File: src/rtl/alu_issue_ctrl_pkg.sv
// =============================================================================
// Module      : alu_issue_ctrl_pkg
// Description : Shared constants, instruction field layout, FSM states and
//               decode helpers for the ALU issue controller.
// Revision    : 1.0 - initial release
// =============================================================================
`default_nettype none

package alu_issue_ctrl_pkg;

    localparam int REG_FILE_WIDTH = 32;

    localparam int c_instr_w = 32;
    localparam int c_op_w    = 4;
    localparam int c_reg_w   = 5;

    localparam int c_op_lsb = 28;
    localparam int c_rd_lsb = 23;
    localparam int c_ra_lsb = 18;
    localparam int c_rb_lsb = 13;

    localparam logic [c_op_w-1:0] ALU_OP_ADD = 4'b0000;
    localparam logic [c_op_w-1:0] ALU_OP_SUB = 4'b0001;

    typedef enum logic [0:0] {
        ST_RUN  = 1'b0,
        ST_HALT = 1'b1
    } state_t;

    typedef struct packed {
        logic [c_op_w-1:0]  op;
        logic [c_reg_w-1:0] rd;
        logic [c_reg_w-1:0] ra;
        logic [c_reg_w-1:0] rb;
    } dec_t;

    // Takes only the meaningful upper slice; bits below rb are don't-care.
    function automatic dec_t decode(input logic [c_instr_w-1:c_rb_lsb] hi);
        dec_t d;
        d.op = hi[c_op_lsb +: c_op_w];
        d.rd = hi[c_rd_lsb +: c_reg_w];
        d.ra = hi[c_ra_lsb +: c_reg_w];
        d.rb = hi[c_rb_lsb +: c_reg_w];
        return d;
    endfunction

    function automatic logic is_alu_op(input logic [c_op_w-1:0] op);
        return (op == ALU_OP_ADD) || (op == ALU_OP_SUB);
    endfunction

endpackage

`default_nettype wire

File: src/rtl/alu_issue_ctrl_if.sv
// =============================================================================
// Module      : alu_issue_ctrl_if
// Description : Instruction, ALU and writeback signals of the issue controller.
// Revision    : 1.0 - initial release
// =============================================================================
`default_nettype none

interface alu_issue_ctrl_if
    import alu_issue_ctrl_pkg::*;
#(
    parameter int DATA_W = REG_FILE_WIDTH
);
    logic [c_instr_w-1:0] instr;
    logic                 instr_valid;
    logic                 instr_ready;
    logic [c_op_w-1:0]    alu_op;
    logic [DATA_W-1:0]    alu_a;
    logic [DATA_W-1:0]    alu_b;
    logic [DATA_W-1:0]    alu_result;
    logic                 alu_zero;
    logic                 wb_valid;
    logic [c_reg_w-1:0]   wb_rd;
    logic [DATA_W-1:0]    wb_data;
    logic                 zero_flag;
    logic                 err;

    modport master (
        input  instr, instr_valid, alu_result, alu_zero,
        output instr_ready, alu_op, alu_a, alu_b,
               wb_valid, wb_rd, wb_data, zero_flag, err
    );

    modport slave (
        output instr, instr_valid, alu_result, alu_zero,
        input  instr_ready, alu_op, alu_a, alu_b,
               wb_valid, wb_rd, wb_data, zero_flag, err
    );

endinterface

`default_nettype wire

File: src/rtl/alu_issue_ctrl_regfile.sv
// =============================================================================
// Module      : alu_issue_ctrl_regfile
// Description : NUM_REGS x DATA_W register file, two async read ports, one
//               sync write port, r0 hardwired to zero, sync reset clear.
// Revision    : 1.0 - initial release
// =============================================================================
`default_nettype none

module alu_issue_ctrl_regfile #(
    parameter int DATA_W   = 32,
    parameter int NUM_REGS = 32,
    parameter int ADDR_W   = $clog2(NUM_REGS)
) (
    input  logic              clk,
    input  logic              reset,
    input  logic [ADDR_W-1:0] i_ra_addr,
    output logic [DATA_W-1:0] o_ra_data,
    input  logic [ADDR_W-1:0] i_rb_addr,
    output logic [DATA_W-1:0] o_rb_data,
    input  logic              i_we,
    input  logic [ADDR_W-1:0] i_wa,
    input  logic [DATA_W-1:0] i_wd
);

    logic [DATA_W-1:0] r_mem [NUM_REGS];

    always_ff @(posedge clk) begin
        if (reset) begin
            for (int i = 0; i < NUM_REGS; i++) begin
                r_mem[i] <= '0;
            end
        end else if (i_we && (i_wa != '0)) begin
            r_mem[i_wa] <= i_wd;
        end
    end

    assign o_ra_data = (i_ra_addr == '0) ? '0 : r_mem[i_ra_addr];
    assign o_rb_data = (i_rb_addr == '0) ? '0 : r_mem[i_rb_addr];

endmodule

`default_nettype wire

File: src/rtl/alu_issue_ctrl.sv
// =============================================================================
// Module      : alu_issue_ctrl
// Description : Issue/execute/writeback controller driving an external
//               combinational ALU. Optional macro ALU_FWD_EN selects operand
//               forwarding; otherwise a RAW interlock stalls issue.
// Revision    : 1.0 - initial release
// =============================================================================
`default_nettype none

module alu_issue_ctrl
    import alu_issue_ctrl_pkg::*;
#(
    parameter int DATA_W   = REG_FILE_WIDTH,
    parameter int NUM_REGS = 32
) (
    input  logic             clk,
    input  logic             reset,
    alu_issue_ctrl_if.master bus
);

    localparam int c_aw = $clog2(NUM_REGS);

    state_t              r_state;
    state_t              w_state_nxt;
    dec_t                w_dec;
    logic                w_legal;
    logic                w_hazard;
    logic                w_ready;
    logic                w_err;
    logic                w_accept;
    logic [DATA_W-1:0]   w_rf_a;
    logic [DATA_W-1:0]   w_rf_b;
    logic [DATA_W-1:0]   w_opa;
    logic [DATA_W-1:0]   w_opb;
    logic                w_unused_bits;

    logic                r_idex_valid;
    logic [c_op_w-1:0]   r_idex_op;
    logic [c_reg_w-1:0]  r_idex_rd;
    logic [DATA_W-1:0]   r_idex_a;
    logic [DATA_W-1:0]   r_idex_b;

    logic                r_exwb_valid;
    logic [c_reg_w-1:0]  r_exwb_rd;
    logic [DATA_W-1:0]   r_exwb_data;
    logic                r_exwb_zero;
    logic                r_zero_flag;

    assign w_dec         = decode(bus.instr[c_instr_w-1:c_rb_lsb]);
    assign w_legal       = is_alu_op(w_dec.op);
    assign w_unused_bits = ^bus.instr[c_rb_lsb-1:0];

    alu_issue_ctrl_regfile #(
        .DATA_W   (DATA_W),
        .NUM_REGS (NUM_REGS)
    ) u_regfile (
        .clk       (clk),
        .reset     (reset),
        .i_ra_addr (w_dec.ra[c_aw-1:0]),
        .o_ra_data (w_rf_a),
        .i_rb_addr (w_dec.rb[c_aw-1:0]),
        .o_rb_data (w_rf_b),
        .i_we      (r_exwb_valid),
        .i_wa      (r_exwb_rd[c_aw-1:0]),
        .i_wd      (r_exwb_data)
    );

`ifdef ALU_FWD_EN
    assign w_hazard = 1'b0;

    // Older (WB) source first so the newer EX source overrides it.
    always_comb begin
        w_opa = w_rf_a;
        w_opb = w_rf_b;
        if ((w_dec.ra != '0) && r_exwb_valid && (r_exwb_rd == w_dec.ra)) begin
            w_opa = r_exwb_data;
        end
        if ((w_dec.ra != '0) && r_idex_valid && (r_idex_rd == w_dec.ra)) begin
            w_opa = bus.alu_result;
        end
        if ((w_dec.rb != '0) && r_exwb_valid && (r_exwb_rd == w_dec.rb)) begin
            w_opb = r_exwb_data;
        end
        if ((w_dec.rb != '0) && r_idex_valid && (r_idex_rd == w_dec.rb)) begin
            w_opb = bus.alu_result;
        end
    end
`else
    assign w_opa = w_rf_a;
    assign w_opb = w_rf_b;

    // Hold issue until every in-flight producer of ra/rb has reached the file.
    assign w_hazard =
        ((w_dec.ra != '0) &&
         ((r_idex_valid && (r_idex_rd == w_dec.ra)) ||
          (r_exwb_valid && (r_exwb_rd == w_dec.ra)))) ||
        ((w_dec.rb != '0) &&
         ((r_idex_valid && (r_idex_rd == w_dec.rb)) ||
          (r_exwb_valid && (r_exwb_rd == w_dec.rb))));
`endif

    assign w_accept = bus.instr_valid & w_ready;

    always_ff @(posedge clk) begin
        if (reset) begin
            r_state <= ST_RUN;
        end else begin
            r_state <= w_state_nxt;
        end
    end

    always_comb begin
        w_state_nxt = r_state;
        w_ready     = 1'b0;
        w_err       = 1'b0;
        case (r_state)
            ST_RUN: begin
                w_ready = ~w_hazard;
                if (bus.instr_valid && !w_hazard && !w_legal) begin
                    w_state_nxt = ST_HALT;
                end
            end
            ST_HALT: begin
                w_err = 1'b1;
            end
            default: begin
                w_state_nxt = ST_RUN;
            end
        endcase
    end

    always_ff @(posedge clk) begin
        if (reset) begin
            r_idex_valid <= 1'b0;
            r_idex_op    <= '0;
            r_idex_rd    <= '0;
            r_idex_a     <= '0;
            r_idex_b     <= '0;
            r_exwb_valid <= 1'b0;
            r_exwb_rd    <= '0;
            r_exwb_data  <= '0;
            r_exwb_zero  <= 1'b0;
            r_zero_flag  <= 1'b0;
        end else begin
            // An illegal op never enters ID/EX; operands keep their last value.
            r_idex_valid <= w_accept & w_legal;
            if (w_accept && w_legal) begin
                r_idex_op <= w_dec.op;
                r_idex_rd <= w_dec.rd;
                r_idex_a  <= w_opa;
                r_idex_b  <= w_opb;
            end
            r_exwb_valid <= r_idex_valid;
            if (r_idex_valid) begin
                r_exwb_rd   <= r_idex_rd;
                r_exwb_data <= bus.alu_result;
                r_exwb_zero <= bus.alu_zero;
            end
            if (r_exwb_valid) begin
                r_zero_flag <= r_exwb_zero;
            end
        end
    end

    assign bus.instr_ready = w_ready;
    assign bus.alu_op      = r_idex_valid ? r_idex_op : '0;
    assign bus.alu_a       = r_idex_a;
    assign bus.alu_b       = r_idex_b;
    assign bus.wb_valid    = r_exwb_valid;
    assign bus.wb_rd       = r_exwb_rd;
    assign bus.wb_data     = r_exwb_data;
    assign bus.zero_flag   = r_zero_flag;
    assign bus.err         = w_err;

endmodule

`default_nettype wire

File: src/flat_wrapper.sv
// flat-port wrapper written by rule: the top's interface ports become plain ports
module alu_issue_ctrl_flat import alu_issue_ctrl_pkg::*;
#(
    parameter int DATA_W   = REG_FILE_WIDTH,
    parameter int NUM_REGS = 32
)
  (clk, reset, bus_instr, bus_instr_valid, bus_alu_result, bus_alu_zero, bus_instr_ready, bus_alu_op, bus_alu_a, bus_alu_b, bus_wb_valid, bus_wb_rd, bus_wb_data, bus_zero_flag, bus_err);
  alu_issue_ctrl_if #(.DATA_W(DATA_W)) bus_i ();
  input  logic clk;
  input  logic reset;
  input wire logic [$bits(bus_i.instr)-1:0] bus_instr;
  input wire logic [$bits(bus_i.instr_valid)-1:0] bus_instr_valid;
  input wire logic [$bits(bus_i.alu_result)-1:0] bus_alu_result;
  input wire logic [$bits(bus_i.alu_zero)-1:0] bus_alu_zero;
  output wire logic [$bits(bus_i.instr_ready)-1:0] bus_instr_ready;
  output wire logic [$bits(bus_i.alu_op)-1:0] bus_alu_op;
  output wire logic [$bits(bus_i.alu_a)-1:0] bus_alu_a;
  output wire logic [$bits(bus_i.alu_b)-1:0] bus_alu_b;
  output wire logic [$bits(bus_i.wb_valid)-1:0] bus_wb_valid;
  output wire logic [$bits(bus_i.wb_rd)-1:0] bus_wb_rd;
  output wire logic [$bits(bus_i.wb_data)-1:0] bus_wb_data;
  output wire logic [$bits(bus_i.zero_flag)-1:0] bus_zero_flag;
  output wire logic [$bits(bus_i.err)-1:0] bus_err;
  assign bus_i.instr = bus_instr;
  assign bus_i.instr_valid = bus_instr_valid;
  assign bus_i.alu_result = bus_alu_result;
  assign bus_i.alu_zero = bus_alu_zero;
  assign bus_instr_ready = bus_i.instr_ready;
  assign bus_alu_op = bus_i.alu_op;
  assign bus_alu_a = bus_i.alu_a;
  assign bus_alu_b = bus_i.alu_b;
  assign bus_wb_valid = bus_i.wb_valid;
  assign bus_wb_rd = bus_i.wb_rd;
  assign bus_wb_data = bus_i.wb_data;
  assign bus_zero_flag = bus_i.zero_flag;
  assign bus_err = bus_i.err;
  alu_issue_ctrl #(.DATA_W(DATA_W), .NUM_REGS(NUM_REGS)) u_core (.clk(clk), .reset(reset), .bus(bus_i));
endmodule
File: config.mk
export PLATFORM = sky130hd
export DESIGN_NAME = alu_issue_ctrl_flat
export DESIGN_NICKNAME = d
export VERILOG_FILES = /design/src/rtl/alu_issue_ctrl_pkg.sv /design/src/rtl/alu_issue_ctrl_if.sv /design/src/rtl/alu_issue_ctrl_regfile.sv /design/src/rtl/alu_issue_ctrl.sv /design/src/flat_wrapper.sv
export SDC_FILE = /design/constraint.sdc
export NUM_CORES = 2
export LEC_CHECK = 0
export CORE_AREA = 2 2 380 382
export DETAILED_ROUTE_END_ITERATION = 8
export DIE_AREA = 0 0 382 384
export SYNTH_ARGS = -nofsm -noshare
export SYNTH_HDL_FRONTEND = slang
export SYNTH_SLANG_ARGS = --single-unit
File: constraint.sdc
create_clock -name clk -period 4.7 [get_ports clk]
set_input_delay 0.47 -clock clk [delete_from_list [all_inputs] [get_ports clk]]
set_output_delay 0.47 -clock clk [all_outputs]
set_load 0.1 [all_outputs]
# == After elaboration in Yosys (flattened, before gate mapping) ==
# Memories as Yosys holds them, arrays and structs flattened.
# Index checks and enable logic that the tools add are counted.
# word_totals
register_bits,115
ram_bits,1024
in_bits,68
out_inout_bits,109
word_cells,58
mem_count,1
# classes
eq_ne,5
muxes,15
n_bitwise,3
n_reduce_logical,23
# memory_table
name,words,word_bits,read_ports,rd_ports_with_merged_regs,wr,line_no,rtl
u_core.u_regfile.r_mem,32,32,2,0,32,alu_issue_ctrl_regfile.sv:25,logic [DATA_W-1:0] r_mem [NUM_REGS];
# ops
operator,n
two-way mux 32 bit,3
OR reduction 32 bit,1
== test 5 bit,4
nonzero test 5 bit,3
logical AND 1 bit,10
zero test 5 bit,2
two-way mux 1 bit,10
two-way mux 5 bit,1
"== test 4 x 1 -> 1 bit, second input constant",1
zero test 4 bit,1
logical OR 1 bit,4
two-way mux 4 bit,1
bitwise AND 1 bit,2
zero test 1 bit,2
NOT 1 bit,1

# == Longest topological paths before layout ==
# depth
depth_word,10
mapped_depth,9
depth_no_buf,5

# == Hierarchy ==
# Synthesis repeated with hierarchy kept, for this count alone.
# hier_totals
hier_cells,3989
area_unflattened_um2,59274.3
# modules_own_cells
mod,n_inst,cells_each,area_per_inst_um2,seq_area_each_um2
alu_issue_ctrl_regfile,1,3502,54253.3,30749.5
alu_issue_ctrl,1,487,5021.1,2302.2

# == Worst setup path after synthesis ==
# No wires, ideal clock.
# synth_path
kind,reg2out
start,"reg u_core.r_exwb_rd[4], in the netlist u_core.bus.wb_rd[4]"
end,out bus_instr_ready
t_arrival_ps,3156
t_required_ps,4230
setup_slack_ps,1074
stages_incl_launch_ff,7
n_path_buf,1
cell_sequence,dfxtp_1 -> buf_2 -> xor2_1 -> nor4_2 -> a32oi_2 -> o22ai_1 -> nor2_1
# synth_between
elab_chain_len,7
# synth_lines
element,line_no,rtl
"start, declared",alu_issue_ctrl.sv:44,logic [c_reg_w-1:0] r_exwb_rd;
"start signal, assigned",alu_issue_ctrl.sv:155,r_exwb_rd <= r_idex_rd;
"== test 5 bit, on equally long branches","alu_issue_ctrl.sv:96, alu_issue_ctrl.sv:99",
"logical AND 1 bit, on equally long branches","alu_issue_ctrl.sv:96, alu_issue_ctrl.sv:99",
"logical OR 1 bit, on equally long branches","alu_issue_ctrl.sv:95, alu_issue_ctrl.sv:98",
"logical AND 1 bit, on equally long branches","alu_issue_ctrl.sv:94, alu_issue_ctrl.sv:97",
logical OR 1 bit (*),alu_issue_ctrl.sv:96,(r_exwb_valid && (r_exwb_rd == w_dec.ra)))) ||
NOT 1 bit (*),alu_issue_ctrl.sv:118,w_ready = ~w_hazard;
two-way mux 1 bit (*),alu_issue_ctrl.sv:116,case (r_state)
"end, declared",flat_wrapper.sv:15,output wire logic [$bits(bus_i.instr_ready)-1:0] bus_instr_ready;
# Mark *: on every way between the ends. The rest lies on a longest branch, timed or not.

==> insert_results.sql <==
INSERT INTO impl_metrics (metric_group, metric, value, unit) VALUES
('run_status', 'status', 'completed', ''),
('critical_path', 'worst_reg_to_reg_path_cell_count', '6', ''),
('power', 'p_leak', '24.2', 'nW'),
('floorplan', 'initial_utilization', '41.7', '%'),
('grt', 'grt.overflow.total', '0', ''),
('sta', 'fmax', '286', 'MHz'),
('floorplan', 'placementRows', '139', ''),
('route', 'antenna_left', '0', ''),
('logic_synthesis', 'synthDominantAreaCellType', 'sky130_fd_sc_hd__edfxtp_1', ''),
('logic_synthesis', 'synth_compound_area_share', '7.49', '%'),
('logic_synthesis', 'synth_xor_xnor_area_share', '0.294', '%'),
('grt', 'grt_antenna_before_repair', '7', ''),
('sta', 'fin_skew', '0.0318', 'ns'),
('route', 'met1_length', '75500', 'um'),
('worst_hold_path', 'worstHoldPathType', 'in2reg', ''),
('logic_synthesis', 'yosys-top-cells-area', 'sky130_fd_sc_hd__edfxtp_1, sky130_fd_sc_hd__and2_1, sky130_fd_sc_hd__mux4_2', ''),
('critical_path', 'reg2reg_from', 'u_core.bus.wb_valid$_SDFF_PP0_', ''),
('route', 'via_per_inst', '5.86', ''),
('critical_path', 'critPathCaptureType', 'register', ''),
('grt', 'grt_pass1_wl', '262000', 'um'),
('route', 'detailedRoute.firstPassIterationCount', '5', ''),
('critical_path', 'crit_fanout', '33', ''),
('critical_path', 'reg2reg_setup_slack', '1.20', 'ns'),
('critical_path', 'worst-endpoint-arrival', '3.89', 'ns'),
('grt', 'grt_use_total', '24.9', '%'),
('route', 'total_detailed_routing_wirelength', '185000', 'um'),
('sta', 'finalHoldViolCount', '0', ''),
('sta', 'setup_tns', '0', 'ns'),
('placement', 'routabilityCongestion', '0.940', ''),
('logic_synthesis', 'postSynthRegisterBits', '1139', ''),
('sta', 'worst_hold_slack', '0.145', 'ns'),
('logic_synthesis', 'dominantRegCellSynth', 'sky130_fd_sc_hd__edfxtp_1', ''),
('sta', 'timing.final.max_slew_violations', '0', ''),
('floorplan', 'design.core.area', '143000', 'sq um'),
('finish', 'drive_above_1_share', '24.2', '%'),
('worst_hold_path', 'timing.hold.worst_path_depth', '2', ''),
('power', 'vdd.ir_drop.worst', '358', 'uV'),
('route', 'routed-wl-met3', '16800', 'um'),
('logic_synthesis', 'ys_seq_area_share', '55.5', '%'),
('cts', 'cts.repair.resized', '0', ''),
('logic_synthesis', 'synth_most_common_cell', 'sky130_fd_sc_hd__edfxtp_1', ''),
('floorplan', 'fp.dieArea', '147000', 'sq um'),
('grt', 'grt_start_max_net_pins', '86', ''),
('grt', 'first_global_vias', '37381', ''),
('placement', 'post_place_cells', '6150', ''),
('cts', 'clock_sinks', '1139', ''),
('worst_hold_path', 'worst_min_delay_path_endpoint', 'u_core.bus.zero_flag$_SDFFE_PP0P_', ''),
('logic_synthesis', 'yosys-top-cells-count', 'sky130_fd_sc_hd__edfxtp_1, sky130_fd_sc_hd__and2_1, sky130_fd_sc_hd__clkbuf_1', ''),
('sta', 'rsz0062_at_grt', 'no', ''),
('critical_path', 'critPathRequiredTime', '5.10', 'ns'),
('cts', 'clk_path_buf_depth', '3', ''),
('critical_path', 'startpoint_type', 'register', ''),
('cts', 'root_buffer', 'sky130_fd_sc_hd__clkbuf_16', ''),
('finish', 'post-route-util', '47.1', '%'),
('critical_path', 'criticalPathCategory', 'reg2reg', ''),
('cts', 'h-tree-depth', '4', ''),
('critical_path', 'r2r-end', 'u_core.u_regfile.r_mem[26][6]$_SDFFCE_PN0P_', ''),
('floorplan', 'die_width', '382', 'um'),
('worst_hold_path', 'hold_path.startpoint', 'reset', ''),
('power', 'power-per-cell-area', '349', 'nW/um^2'),
('floorplan', 'dieHeight', '384', 'um'),
('logic_synthesis', 'synthesized_area_fraction_occupied_by_adder_cells', '0', '%'),
('flow_run', 'max_cap_violations', '0', ''),
('logic_synthesis', 'synthSimpleGateAreaFrac', '13.2', '%'),
('sta', 'setup_viol', '0', ''),
('cts', 'clock_insertion_delay_worst_skew', '0.78', 'ns'),
('route', 'vias', '37410', ''),
('power', 'p_total', '0.0235', 'W'),
('sta', 'worst-slew-pin-transition', '1.14', 'ns'),
('sta', 'layout_min_cycle_time', '3.50', 'ns'),
('finish', 'post_layout_nonfiller_instances', '6381', '');
metrics by stage:
step	cell area, sq um	worst slack [ns]
floorplan	59700	1.07
global placement	63300	0.958
detailed placement	63300	0.963
CTS	67300	1.28
global route	67300	1.10
finish	67300	1.20
power breakdown:
part | switching, W | total (W) | internal (W) | leakage [nW]
Clock | 0.00411 | 0.00974 | 0.00563 | 1.97
Sequential | 0.000162 | 0.0115 | 0.0113 | 11.5
Combinational | 0.00138 | 0.00227 | 0.000886 | 10.7
Total | 0.00565 | 0.0235 | 0.0179 | 24.2
placed cells by master (no fill, tap or decap), types with 33 or more instances in the layout:
| cell type | count |
|---|---|
| sky130_fd_sc_hd__a22o_1 | 132 |
| sky130_fd_sc_hd__a22oi_1 | 92 |
| sky130_fd_sc_hd__and2_1 | 1000 |
| sky130_fd_sc_hd__buf_4 | 152 |
| sky130_fd_sc_hd__clkbuf_16 | 135 |
| sky130_fd_sc_hd__clkdlybuf4s50_1 | 156 |
| sky130_fd_sc_hd__dfxtp_1 | 114 |
| sky130_fd_sc_hd__edfxtp_1 | 1024 |
| sky130_fd_sc_hd__inv_1 | 65 |
| sky130_fd_sc_hd__mux2_2 | 319 |
| sky130_fd_sc_hd__mux2i_1 | 237 |
| sky130_fd_sc_hd__mux4_2 | 256 |
| sky130_fd_sc_hd__nand2_1 | 33 |
| sky130_fd_sc_hd__nor2_1 | 76 |
| sky130_fd_sc_hd__nor3_1 | 92 |
| sky130_fd_sc_hd__o22ai_1 | 161 |
| sky130_fd_sc_hd__o31ai_1 | 36 |
| sky130_fd_sc_hd__o32ai_2 | 50 |
logic make-up after synthesis:
kind of cell / Yosys count
buf+inv: 518
mux: 813
xor+xnor: 20
flops: 1139
simple gates: 1325
other cells: 1
compound gates: 524
routing by layer:
| metal | up-vias | GRT usage, % |
|---|---|---|
| met3 | 292 | 5.67 |
| met4 | 4 | 7.82 |
| met1 | 19173 | 33.3 |
| met2 | 1578 | 40.4 |
| met5 | - | 0 |
| li1 | 16363 | - |
registers in the layout (all words and copies together) (netlist names):
name	count
u_core.bus.alu_a	32
u_core.bus.alu_b	32
u_core.bus.wb_data	32
u_core.bus.wb_rd	5
u_core.bus.wb_valid	1
u_core.bus.zero_flag	1
u_core.r_exwb_zero	1
u_core.r_idex_op	4
u_core.r_idex_rd	5
u_core.r_idex_valid	1
u_core.r_state	1
u_core.u_regfile.r_mem	1024
worst max-delay path by stage:
| stage | from | end | slack (ns) |
|---|---|---|---|
| 6_report | u_core.bus.wb_valid$_SDFF_PP0_ | u_core.u_regfile.r_mem[26][6]$_SDFFCE_PN0P_ | 1.20 |
| 5_1_grt | u_core.bus.wb_valid$_SDFF_PP0_ | u_core.u_regfile.r_mem[26][3]$_SDFFCE_PN0P_ | 1.10 |
| 4_1_cts | u_core.r_idex_valid$_SDFF_PP0_ | bus_alu_op[1] | 1.28 |
| 3_5_place_dp | bus_instr[14] | u_core.bus.alu_b[30]$_SDFFE_PP0P_ | 0.96 |
| 3_3_place_gp | bus_instr[14] | u_core.bus.alu_b[30]$_SDFFE_PP0P_ | 0.96 |
| 2_1_floorplan | u_core.bus.wb_rd[4]$_SDFFE_PP0P_ | bus_instr_ready | 1.07 |
worst max-delay path: stages (launching register included):
cell                       delay, ns
sky130_fd_sc_hd__dfxtp_1        0.61
sky130_fd_sc_hd__nor2b_1        0.41
sky130_fd_sc_hd__nand3b_1       0.66
sky130_fd_sc_hd__nor2_2         0.26
sky130_fd_sc_hd__buf_4          0.45
sky130_fd_sc_hd__or2_2          0.19
sky130_fd_sc_hd__buf_4          0.51
final cells by class:
cell class | instances | area [sq um]
fillers | 12229 | 75500
flip-flops and latches | 1139 | 33100
multi-input cells | 2714 | 24500
clock buffers | 175 | 3640
repair buffers | 329 | 3090
well taps | 1903 | 2380
clock inverters | 52 | 368
inverters | 65 | 244
diodes | 4 | 10.0
Note: power is estimated with default switching activity, not from simulation.
